$ cat src/rtl/ulpi_rx_decoder_pkg.sv
// Shared types and constants for the ULPI receive path.
// Holds the decoder states, the RX CMD event codes and the RX CMD bit positions.
package ulpi_pkg;

    typedef enum logic [2:0] {
        ST_IDLE,
        ST_TURN,
        ST_RX,
        ST_REG_DATA,
        ST_REG_WAIT_LOW
    } ulpi_rx_state_t;

    typedef enum logic [1:0] {
        EV_NONE      = 2'b00,
        EV_ACTIVE    = 2'b01,
        EV_HOST_DISC = 2'b10,
        EV_ERROR     = 2'b11
    } ulpi_rx_event_t;

    localparam int RXCMD_LS_LSB   = 0;
    localparam int RXCMD_VBUS_LSB = 2;
    localparam int RXCMD_EV_LSB   = 4;
    localparam int RXCMD_ID_BIT   = 6;
    localparam int RXCMD_ALT_BIT  = 7;

    // PID + 1024 payload bytes + CRC16
    localparam int DEF_MAX_PKT_LEN = 1027;
    localparam int DEF_LEN_W       = 11;

endpackage

$ cat src/rtl/ulpi_rx_decoder_if.sv
// PHY-side sampled bus plus the decoded outputs of the ULPI receive decoder.
// master drives the PHY inputs and observes results; slave is the decoder.
interface ulpi_rx_decoder_if;
    logic       i_dir;
    logic       i_nxt;
    logic [7:0] i_data;
    logic       i_reg_rd_pend;

    logic       o_valid;
    logic [7:0] o_data;
    logic       o_last;
    logic       o_err;
    logic       o_rx_active;
    logic [1:0] o_linestate;
    logic [1:0] o_vbus;
    logic       o_host_disc;
    logic       o_id;
    logic       o_alt_int;
    logic       o_rxcmd_valid;
    logic [7:0] o_reg_data;
    logic       o_reg_valid;
    logic       o_reg_abort;

    modport master (
        output i_dir, i_nxt, i_data, i_reg_rd_pend,
        input  o_valid, o_data, o_last, o_err, o_rx_active, o_linestate, o_vbus,
               o_host_disc, o_id, o_alt_int, o_rxcmd_valid, o_reg_data,
               o_reg_valid, o_reg_abort
    );

    modport slave (
        input  i_dir, i_nxt, i_data, i_reg_rd_pend,
        output o_valid, o_data, o_last, o_err, o_rx_active, o_linestate, o_vbus,
               o_host_disc, o_id, o_alt_int, o_rxcmd_valid, o_reg_data,
               o_reg_valid, o_reg_abort
    );
endinterface

$ cat src/rtl/ulpi_rx_hold.sv
// One-byte lookahead: a byte is released only once its successor (push) or the
// end of packet (flush) is known, so the final byte can carry last/err.
module ulpi_rx_hold (
    input  logic       i_clk,
    input  logic       i_rst_n,
    input  logic       i_push,
    input  logic [7:0] i_push_data,
    input  logic       i_flush,
    input  logic       i_err,
    output logic       o_valid,
    output logic [7:0] o_data,
    output logic       o_last,
    output logic       o_err
);

    logic [7:0] hold_q, hold_d;
    logic       hold_vld_q, hold_vld_d;
    logic       valid_q, valid_d;
    logic [7:0] data_q, data_d;
    logic       last_q, last_d;
    logic       err_q, err_d;

    always_comb begin
        hold_d     = hold_q;
        hold_vld_d = hold_vld_q;
        valid_d    = 1'b0;
        data_d     = data_q;
        last_d     = 1'b0;
        err_d      = 1'b0;
        if (i_push) begin
            if (hold_vld_q) begin
                valid_d = 1'b1;
                data_d  = hold_q;
            end
            hold_d     = i_push_data;
            hold_vld_d = 1'b1;
        end else if (i_flush) begin
            if (hold_vld_q) begin
                valid_d = 1'b1;
                data_d  = hold_q;
                last_d  = 1'b1;
                err_d   = i_err;
            end
            hold_vld_d = 1'b0;
        end
    end

    always_ff @(posedge i_clk or negedge i_rst_n) begin
        if (!i_rst_n) begin
            hold_q     <= '0;
            hold_vld_q <= 1'b0;
            valid_q    <= 1'b0;
            data_q     <= '0;
            last_q     <= 1'b0;
            err_q      <= 1'b0;
        end else begin
            hold_q     <= hold_d;
            hold_vld_q <= hold_vld_d;
            valid_q    <= valid_d;
            data_q     <= data_d;
            last_q     <= last_d;
            err_q      <= err_d;
        end
    end

    assign o_valid = valid_q;
    assign o_data  = data_q;
    assign o_last  = last_q;
    assign o_err   = err_q;

endmodule

$ cat src/rtl/ulpi_rx_decoder.sv
// ULPI receive decoder: RX CMD line status, framed RX byte stream with
// last/err markers, and capture of PHY register read data.
module ulpi_rx_decoder
    import ulpi_pkg::*;
#(
    parameter int MAX_PKT_LEN = DEF_MAX_PKT_LEN,
    parameter int LEN_W       = DEF_LEN_W
) (
    input  logic             i_clk,
    input  logic             i_rst_n,
    ulpi_rx_decoder_if.slave bus
);

    localparam logic [LEN_W-1:0] MAX_LEN = LEN_W'(MAX_PKT_LEN);

    ulpi_rx_state_t   state_q, state_d;
    logic             rx_active_q, rx_active_d;
    logic [LEN_W-1:0] cnt_q, cnt_d;
    logic             perr_q, perr_d;
    logic [1:0]       linestate_q, linestate_d;
    logic [1:0]       vbus_q, vbus_d;
    logic             host_disc_q, host_disc_d;
    logic             id_q, id_d;
    logic             alt_int_q, alt_int_d;
    logic             rxcmd_valid_q, rxcmd_valid_d;
    logic [7:0]       reg_data_q, reg_data_d;
    logic             reg_valid_q, reg_valid_d;
    logic             reg_abort_q, reg_abort_d;

    logic           push, eop;
    ulpi_rx_event_t ev;

    assign ev = ulpi_rx_event_t'(bus.i_data[RXCMD_EV_LSB +: 2]);

    always_comb begin
        state_d       = state_q;
        rx_active_d   = rx_active_q;
        cnt_d         = cnt_q;
        perr_d        = perr_q;
        linestate_d   = linestate_q;
        vbus_d        = vbus_q;
        host_disc_d   = host_disc_q;
        id_d          = id_q;
        alt_int_d     = alt_int_q;
        rxcmd_valid_d = 1'b0;
        reg_data_d    = reg_data_q;
        reg_valid_d   = 1'b0;
        reg_abort_d   = 1'b0;
        push          = 1'b0;
        eop           = 1'b0;

        case (state_q)
            ST_IDLE: if (bus.i_dir) state_d = ST_TURN;

            ST_TURN: begin
                if (!bus.i_dir) begin
                    state_d = ST_IDLE;
                end else if (bus.i_nxt) begin
                    rx_active_d = 1'b1;
                    cnt_d       = '0;
                    perr_d      = 1'b0;
                    state_d     = ST_RX;
                end else if (bus.i_reg_rd_pend) begin
                    state_d = ST_REG_DATA;
                end else begin
                    state_d = ST_RX;
                end
            end

            ST_RX: begin
                if (!bus.i_dir) begin
                    eop     = rx_active_q;
                    state_d = ST_IDLE;
                end else if (bus.i_nxt) begin
                    push        = 1'b1;
                    rx_active_d = 1'b1;
                    if (cnt_q >= MAX_LEN) perr_d = 1'b1;
                    if (cnt_q != '1) cnt_d = cnt_q + LEN_W'(1);
                end else begin
                    linestate_d   = bus.i_data[RXCMD_LS_LSB +: 2];
                    vbus_d        = bus.i_data[RXCMD_VBUS_LSB +: 2];
                    id_d          = bus.i_data[RXCMD_ID_BIT];
                    alt_int_d     = bus.i_data[RXCMD_ALT_BIT];
                    host_disc_d   = (ev == EV_HOST_DISC);
                    rxcmd_valid_d = 1'b1;
                    case (ev)
                        EV_ACTIVE: rx_active_d = 1'b1;
                        EV_ERROR: begin
                            rx_active_d = 1'b1;
                            perr_d      = 1'b1;
                        end
                        default: eop = rx_active_q;
                    endcase
                end
            end

            ST_REG_DATA: begin
                if (bus.i_dir) begin
                    reg_data_d  = bus.i_data;
                    reg_valid_d = 1'b1;
                    state_d     = ST_REG_WAIT_LOW;
                end else begin
                    reg_abort_d = 1'b1;
                    state_d     = ST_IDLE;
                end
            end

            ST_REG_WAIT_LOW: if (!bus.i_dir) state_d = ST_IDLE;

            default: state_d = ST_IDLE;
        endcase

        // End of packet: the hold stage releases its byte as last using perr_q
        if (eop) begin
            rx_active_d = 1'b0;
            cnt_d       = '0;
            perr_d      = 1'b0;
        end
    end

    always_ff @(posedge i_clk or negedge i_rst_n) begin
        if (!i_rst_n) begin
            state_q       <= ST_IDLE;
            rx_active_q   <= 1'b0;
            cnt_q         <= '0;
            perr_q        <= 1'b0;
            linestate_q   <= '0;
            vbus_q        <= '0;
            host_disc_q   <= 1'b0;
            id_q          <= 1'b0;
            alt_int_q     <= 1'b0;
            rxcmd_valid_q <= 1'b0;
            reg_data_q    <= '0;
            reg_valid_q   <= 1'b0;
            reg_abort_q   <= 1'b0;
        end else begin
            state_q       <= state_d;
            rx_active_q   <= rx_active_d;
            cnt_q         <= cnt_d;
            perr_q        <= perr_d;
            linestate_q   <= linestate_d;
            vbus_q        <= vbus_d;
            host_disc_q   <= host_disc_d;
            id_q          <= id_d;
            alt_int_q     <= alt_int_d;
            rxcmd_valid_q <= rxcmd_valid_d;
            reg_data_q    <= reg_data_d;
            reg_valid_q   <= reg_valid_d;
            reg_abort_q   <= reg_abort_d;
        end
    end

    logic       s_valid, s_last, s_err;
    logic [7:0] s_data;

    ulpi_rx_hold u_hold (
        .i_clk       (i_clk),
        .i_rst_n     (i_rst_n),
        .i_push      (push),
        .i_push_data (bus.i_data),
        .i_flush     (eop),
        .i_err       (perr_q),
        .o_valid     (s_valid),
        .o_data      (s_data),
        .o_last      (s_last),
        .o_err       (s_err)
    );

    assign bus.o_valid       = s_valid;
    assign bus.o_data        = s_data;
    assign bus.o_last        = s_last;
    assign bus.o_err         = s_err;
    assign bus.o_rx_active   = rx_active_q;
    assign bus.o_linestate   = linestate_q;
    assign bus.o_vbus        = vbus_q;
    assign bus.o_host_disc   = host_disc_q;
    assign bus.o_id          = id_q;
    assign bus.o_alt_int     = alt_int_q;
    assign bus.o_rxcmd_valid = rxcmd_valid_q;
    assign bus.o_reg_data    = reg_data_q;
    assign bus.o_reg_valid   = reg_valid_q;
    assign bus.o_reg_abort   = reg_abort_q;

endmodule
$ cat src/flat_wrapper.sv
// flat-port wrapper written by rule: the top's interface ports become plain ports
module ulpi_rx_decoder_flat import ulpi_pkg::*;
#(
    parameter int MAX_PKT_LEN = DEF_MAX_PKT_LEN,
    parameter int LEN_W       = DEF_LEN_W
)
  (i_clk, i_rst_n, bus_i_dir, bus_i_nxt, bus_i_data, bus_i_reg_rd_pend, bus_o_valid, bus_o_data, bus_o_last, bus_o_err, bus_o_rx_active, bus_o_linestate, bus_o_vbus, bus_o_host_disc, bus_o_id, bus_o_alt_int, bus_o_rxcmd_valid, bus_o_reg_data, bus_o_reg_valid, bus_o_reg_abort);
  ulpi_rx_decoder_if bus_i ();
  input  logic i_clk;
  input  logic i_rst_n;
  input wire logic [$bits(bus_i.i_dir)-1:0] bus_i_dir;
  input wire logic [$bits(bus_i.i_nxt)-1:0] bus_i_nxt;
  input wire logic [$bits(bus_i.i_data)-1:0] bus_i_data;
  input wire logic [$bits(bus_i.i_reg_rd_pend)-1:0] bus_i_reg_rd_pend;
  output wire logic [$bits(bus_i.o_valid)-1:0] bus_o_valid;
  output wire logic [$bits(bus_i.o_data)-1:0] bus_o_data;
  output wire logic [$bits(bus_i.o_last)-1:0] bus_o_last;
  output wire logic [$bits(bus_i.o_err)-1:0] bus_o_err;
  output wire logic [$bits(bus_i.o_rx_active)-1:0] bus_o_rx_active;
  output wire logic [$bits(bus_i.o_linestate)-1:0] bus_o_linestate;
  output wire logic [$bits(bus_i.o_vbus)-1:0] bus_o_vbus;
  output wire logic [$bits(bus_i.o_host_disc)-1:0] bus_o_host_disc;
  output wire logic [$bits(bus_i.o_id)-1:0] bus_o_id;
  output wire logic [$bits(bus_i.o_alt_int)-1:0] bus_o_alt_int;
  output wire logic [$bits(bus_i.o_rxcmd_valid)-1:0] bus_o_rxcmd_valid;
  output wire logic [$bits(bus_i.o_reg_data)-1:0] bus_o_reg_data;
  output wire logic [$bits(bus_i.o_reg_valid)-1:0] bus_o_reg_valid;
  output wire logic [$bits(bus_i.o_reg_abort)-1:0] bus_o_reg_abort;
  assign bus_i.i_dir = bus_i_dir;
  assign bus_i.i_nxt = bus_i_nxt;
  assign bus_i.i_data = bus_i_data;
  assign bus_i.i_reg_rd_pend = bus_i_reg_rd_pend;
  assign bus_o_valid = bus_i.o_valid;
  assign bus_o_data = bus_i.o_data;
  assign bus_o_last = bus_i.o_last;
  assign bus_o_err = bus_i.o_err;
  assign bus_o_rx_active = bus_i.o_rx_active;
  assign bus_o_linestate = bus_i.o_linestate;
  assign bus_o_vbus = bus_i.o_vbus;
  assign bus_o_host_disc = bus_i.o_host_disc;
  assign bus_o_id = bus_i.o_id;
  assign bus_o_alt_int = bus_i.o_alt_int;
  assign bus_o_rxcmd_valid = bus_i.o_rxcmd_valid;
  assign bus_o_reg_data = bus_i.o_reg_data;
  assign bus_o_reg_valid = bus_i.o_reg_valid;
  assign bus_o_reg_abort = bus_i.o_reg_abort;
  ulpi_rx_decoder #(.MAX_PKT_LEN(MAX_PKT_LEN), .LEN_W(LEN_W)) u_core (.i_clk(i_clk), .i_rst_n(i_rst_n), .bus(bus_i));
endmodule
$ cat config.mk
export PLATFORM = sky130hd
export DESIGN_NAME = ulpi_rx_decoder_flat
export DESIGN_NICKNAME = d
export VERILOG_FILES = /design/src/rtl/ulpi_rx_decoder_pkg.sv /design/src/rtl/ulpi_rx_decoder_if.sv /design/src/rtl/ulpi_rx_hold.sv /design/src/rtl/ulpi_rx_decoder.sv /design/src/flat_wrapper.sv
export SDC_FILE = /design/constraint.sdc
export NUM_CORES = 1
export LEC_CHECK = 0
export BUFFER_PORTS_ARGS = -buffer_cell sky130_fd_sc_hd__clkbuf_2
export CAP_MARGIN = 20
export CORE_MARGIN = 4
export CORE_UTILIZATION = 55
export DETAILED_ROUTE_END_ITERATION = 6
export GPL_TIMING_DRIVEN = 0
export HOLD_SLACK_MARGIN = 0.03
export MAX_ROUTING_LAYER = met4
export PLACE_DENSITY = 0.79
export SKIP_CTS_REPAIR_TIMING = 1
export SLEW_MARGIN = 20
export SYNTH_ARGS = -nofsm -noshare
export SYNTH_HDL_FRONTEND = slang
export SYNTH_SLANG_ARGS = --single-unit
export TNS_END_PERCENT = 50
$ cat constraint.sdc
create_clock -name i_clk -period 2.2 [get_ports i_clk]
set_input_delay 0.44 -clock i_clk [delete_from_list [all_inputs] [get_ports i_clk]]
set_output_delay 0.44 -clock i_clk [all_outputs]
set_load 0.01 [all_outputs]
==> metrics.md <==
| Metric | Value |
|---|---|
| Nets in the synthesized netlist | 201 |
| Number of violations of the max-capacitance limit | 0 |
| Summed area of non-filler cells in the final layout | 2730 µm² |
| Total via count in the routed design | 1620 |
| Pre-CTS setup slack | 0.259 ns |
| Wirelength, routed | 4.47 mm |
| Drt via density | 5.64 |
| Worst Clk Skew | 0.00419 ns |
| Core Rows | 23 |
| Maximum clock path buffer count | 2 |
| Number of different library cells in the post-synthesis netlist | 43 |
| IR drop worst, VDD | 752 µV |
| Drt first pass iters | 4 |
| Most used flip-flop cell after synthesis | sky130_fd_sc_hd__dfrtp_1 |
| Achievable Freq | 0.508 GHz |
| Clock tree from TritonCTS | yes |
| WL/cell | 15.6 µm |
| I/O pins | 43 |
| Count of fill cells added during filler insertion | 313 |
| Residual DRC count | 0 |
| Post-route fraction of the period consumed by the critical path | 89.6% |
| Layout Utilization | 67.3% |
| Async set or reset register ratio after synthesis | 100% |
| Total number of H-tree levels | 2 |
| Maximum number of pins on one net before global-route repair | 55 |
| Die width | 73.3 µm |
| Endpoint kind of the worst setup timing path | register |
| Floorplan die height | 73.3 µm |
| Clk sinks | 54 |
| Top cells by area, synth | sky130_fd_sc_hd__dfrtp_1 (58%), sky130_fd_sc_hd__mux2_2 (14%), sky130_fd_sc_hd__a21oi_1 (2.3%) |
| Endpoint required time on the critical path | 2.39 ns |
| Crit Reg-Reg Startpoint | u_core.state_q[0] |
| TritonCTS buffer count | 5 |
| Max Slew Vio Count | 0 |
| Number of antenna violations at the first check in global routing | 0 |
| Setup violators final | 0 |
| Most common cell in the netlist | sky130_fd_sc_hd__dfrtp_1 |
| Net count reported at finish | 250 |
| Initial cell density of the core | 57.9% |
| Largest area contributor in the netlist | sky130_fd_sc_hd__dfrtp_1 |
| Setup ws final | 0.230 ns |
| Most common library cells after synthesis | sky130_fd_sc_hd__dfrtp_1 (54), sky130_fd_sc_hd__mux2_2 (30), sky130_fd_sc_hd__a21oi_1 (11), sky130_fd_sc_hd__nand2_1 (11) |
| Setup repair after global routing missed its margin | no |
| Syn avg cell area | 12.6 µm² |
| Post-Layout Cell Count | 287 |
| Overflow after GRT | 0 |
| Placeable core region | 4060 µm² |
| Sort of element at the start of the critical path | register |
| Number of failing hold endpoints at the final stage | 0 |
| Power density relative to cell area | 1100 nW/µm² |
| Die Area | 5380 µm² |
| First DRT Iteration DRCs | 158 |
| Result of the run | complete, no violations |
| Final estimated routing congestion in global placement | 0.846 |
| Worst-Skew Late Latency | 0.30 ns |
| Worst reg2reg endpoint | u_core.u_hold.hold_q[4] |
| Worst reg2reg path depth | 3 |
| Worst Tran Pin Value | 0.804 ns |
| Placed Area | 2620 µm² |
| Yosys warnings | 0 |
| Rel. slew slack | 46.1% |
| Leakage dissipation | 1.27 nW |
| Buffers on Ports | 42 |
| Minimum clock period after layout | 1.97 ns |
| Via count of the first global-routing pass | 1713 |
| Number of cells after detailed placement | 279 |
| Diode count | 0 |
| Sequential cell area fraction in the yosys report | 57.5% |
| Post-synthesis register bit count | 54 |
| Wire length of the first global-routing pass | 7.96 mm |
| Signed area change from the synthesized netlist to the final layout | 16.2% |
| Placed wire-length estimate after detailed placement | 3.22 mm |
| Post-synthesis instance area | 2350 µm² |
| Final antenna-violating net count | 0 |
| Class of the tightest hold or removal check | input port to async pin |
| Area fraction of the dominant cell type after synthesis | 57.5% |
| Largest driver fanout on the critical path | 9 |
| Clock slew at reported path FFs | 0.09 ns |
| Total Routing Usage GR | 19.3% |
| Post-synthesis cell count | 187 |
| Total negative slack for setup checks | 0 ns |
| CP Data Arrival Time | 2.16 ns |
| FF-to-FF setup slack | 0.23 ns |
| CTS Root Buffer Type | sky130_fd_sc_hd__clkbuf_8 |
| Number of enable flip-flop cells after synthesis | 0 |
| Layout cell share with drive strength beyond 1 | 38.4% |
| Category of the critical setup timing path | register to register |
[cells in the final DEF (no fill, tap or decap), drive strengths merged, types with 2 or more instances in the layout]
| cell type | netlist | routed |
|---|---|---|
| nand4 | 2 | 2 |
| mux2 | 30 | 30 |
| dfrtp | 54 | 54 |
| nand3 | 6 | 6 |
| mux2i | 2 | 2 |
| o221ai | 2 | 2 |
| clkbuf | 0 | 49 |
| or4 | 3 | 3 |
| a21oi | 12 | 12 |
| nand2 | 12 | 12 |
| nand2b | 2 | 2 |
| nor2b | 2 | 2 |
| nor3 | 8 | 8 |
| o21bai | 2 | 2 |
| nor2 | 6 | 6 |
| a21o | 2 | 2 |
| buf | 4 | 4 |
| o41ai | 2 | 2 |
| or3 | 3 | 3 |
| inv | 6 | 6 |
| nor4 | 2 | 2 |
| o31ai | 5 | 5 |
| a21boi | 2 | 2 |
| o21ai | 5 | 5 |
[worst max-delay path by stage]
| stage | end | slack (ns) | from |
|---|---|---|---|
| after floorplan | u_core.u_hold.hold_q[0] | 0.58 | u_core.state_q[0] |
| after detailed placement | u_core.u_hold.o_data[3] | 0.26 | bus_i_nxt |
| final | u_core.u_hold.hold_q[4] | 0.23 | u_core.state_q[0] |
| after CTS | u_core.u_hold.hold_q[4] | 0.22 | u_core.state_q[0] |
| after global placement | u_core.bus.o_id | 0.26 | bus_i_dir |
| after global routing | u_core.u_hold.hold_q[7] | 0.15 | u_core.state_q[0] |
[final cells by class]
cell class	count	area, µm²	share of cell area, %
flip-flops and latches	54	1350	49.5
multi-input cells	123	952	34.9
repair buffers	42	213	7.79
clock buffers	7	76.3	2.80
well taps	50	62.6	2.29
clock inverters	1	30.0	1.10
plain buffers	4	22.5	0.825
inverters	6	22.5	0.825
[sequential cells by signal (all words and copies together), names as in the netlist, 2 cells and up]
signal,count
u_core.cnt_q,11
u_core.bus.o_reg_data,8
u_core.u_hold.hold_q,8
u_core.u_hold.o_data,8
u_core.state_q,3
u_core.bus.o_linestate,2
u_core.bus.o_vbus,2
[kinds of logic (layout without fill, tap and decap cells)]
kind of cell / count (synthesis) / after routing / synth area share, %
buf+inv: 10 / 60 / 1.92
fa+ha+maj: 1 / 1 / 0.533
mux: 32 / 32 / 15.2
simple gates: 54 / 54 / 13.9
flops: 54 / 54 / 57.5
xor+xnor: 1 / 1 / 0.693
compound gates: 35 / 35 / 10.2
[critical path, cell delays in order, from the launching register on]
cell and delay, ns:
sky130_fd_sc_hd__dfrtp_1 0.49, sky130_fd_sc_hd__nand2b_1 0.27, sky130_fd_sc_hd__nor3_2 0.68, sky130_fd_sc_hd__mux2_2 0.41
[metal layers]
metal  GRT usage, %  part of all wire, %
met1           25.3                   47
met2           31.3                   48
met3           3.28                  3.8
met4           5.43                 0.72
met5              -                    0
[stage by stage]
step                hold slack, ns  power, mW
global placement             0.463       2.36
floorplan                    0.144       2.02
global route                 0.263       3.20
finish                       0.206       3.00
detailed placement           0.466       2.40
CTS                          0.230       3.04
[where the power goes]
part | total, mW | internal (mW) | leakage (nW) | switching, mW
registers | 1.49 | 1.31 | 0.698 | 0.185
logic | 0.869 | 0.434 | 0.519 | 0.434
clock network | 0.640 | 0.341 | 0.0524 | 0.300
total | 3.00 | 2.08 | 1.27 | 0.919
No activity file was read; power rests on OpenSTA's default activity.
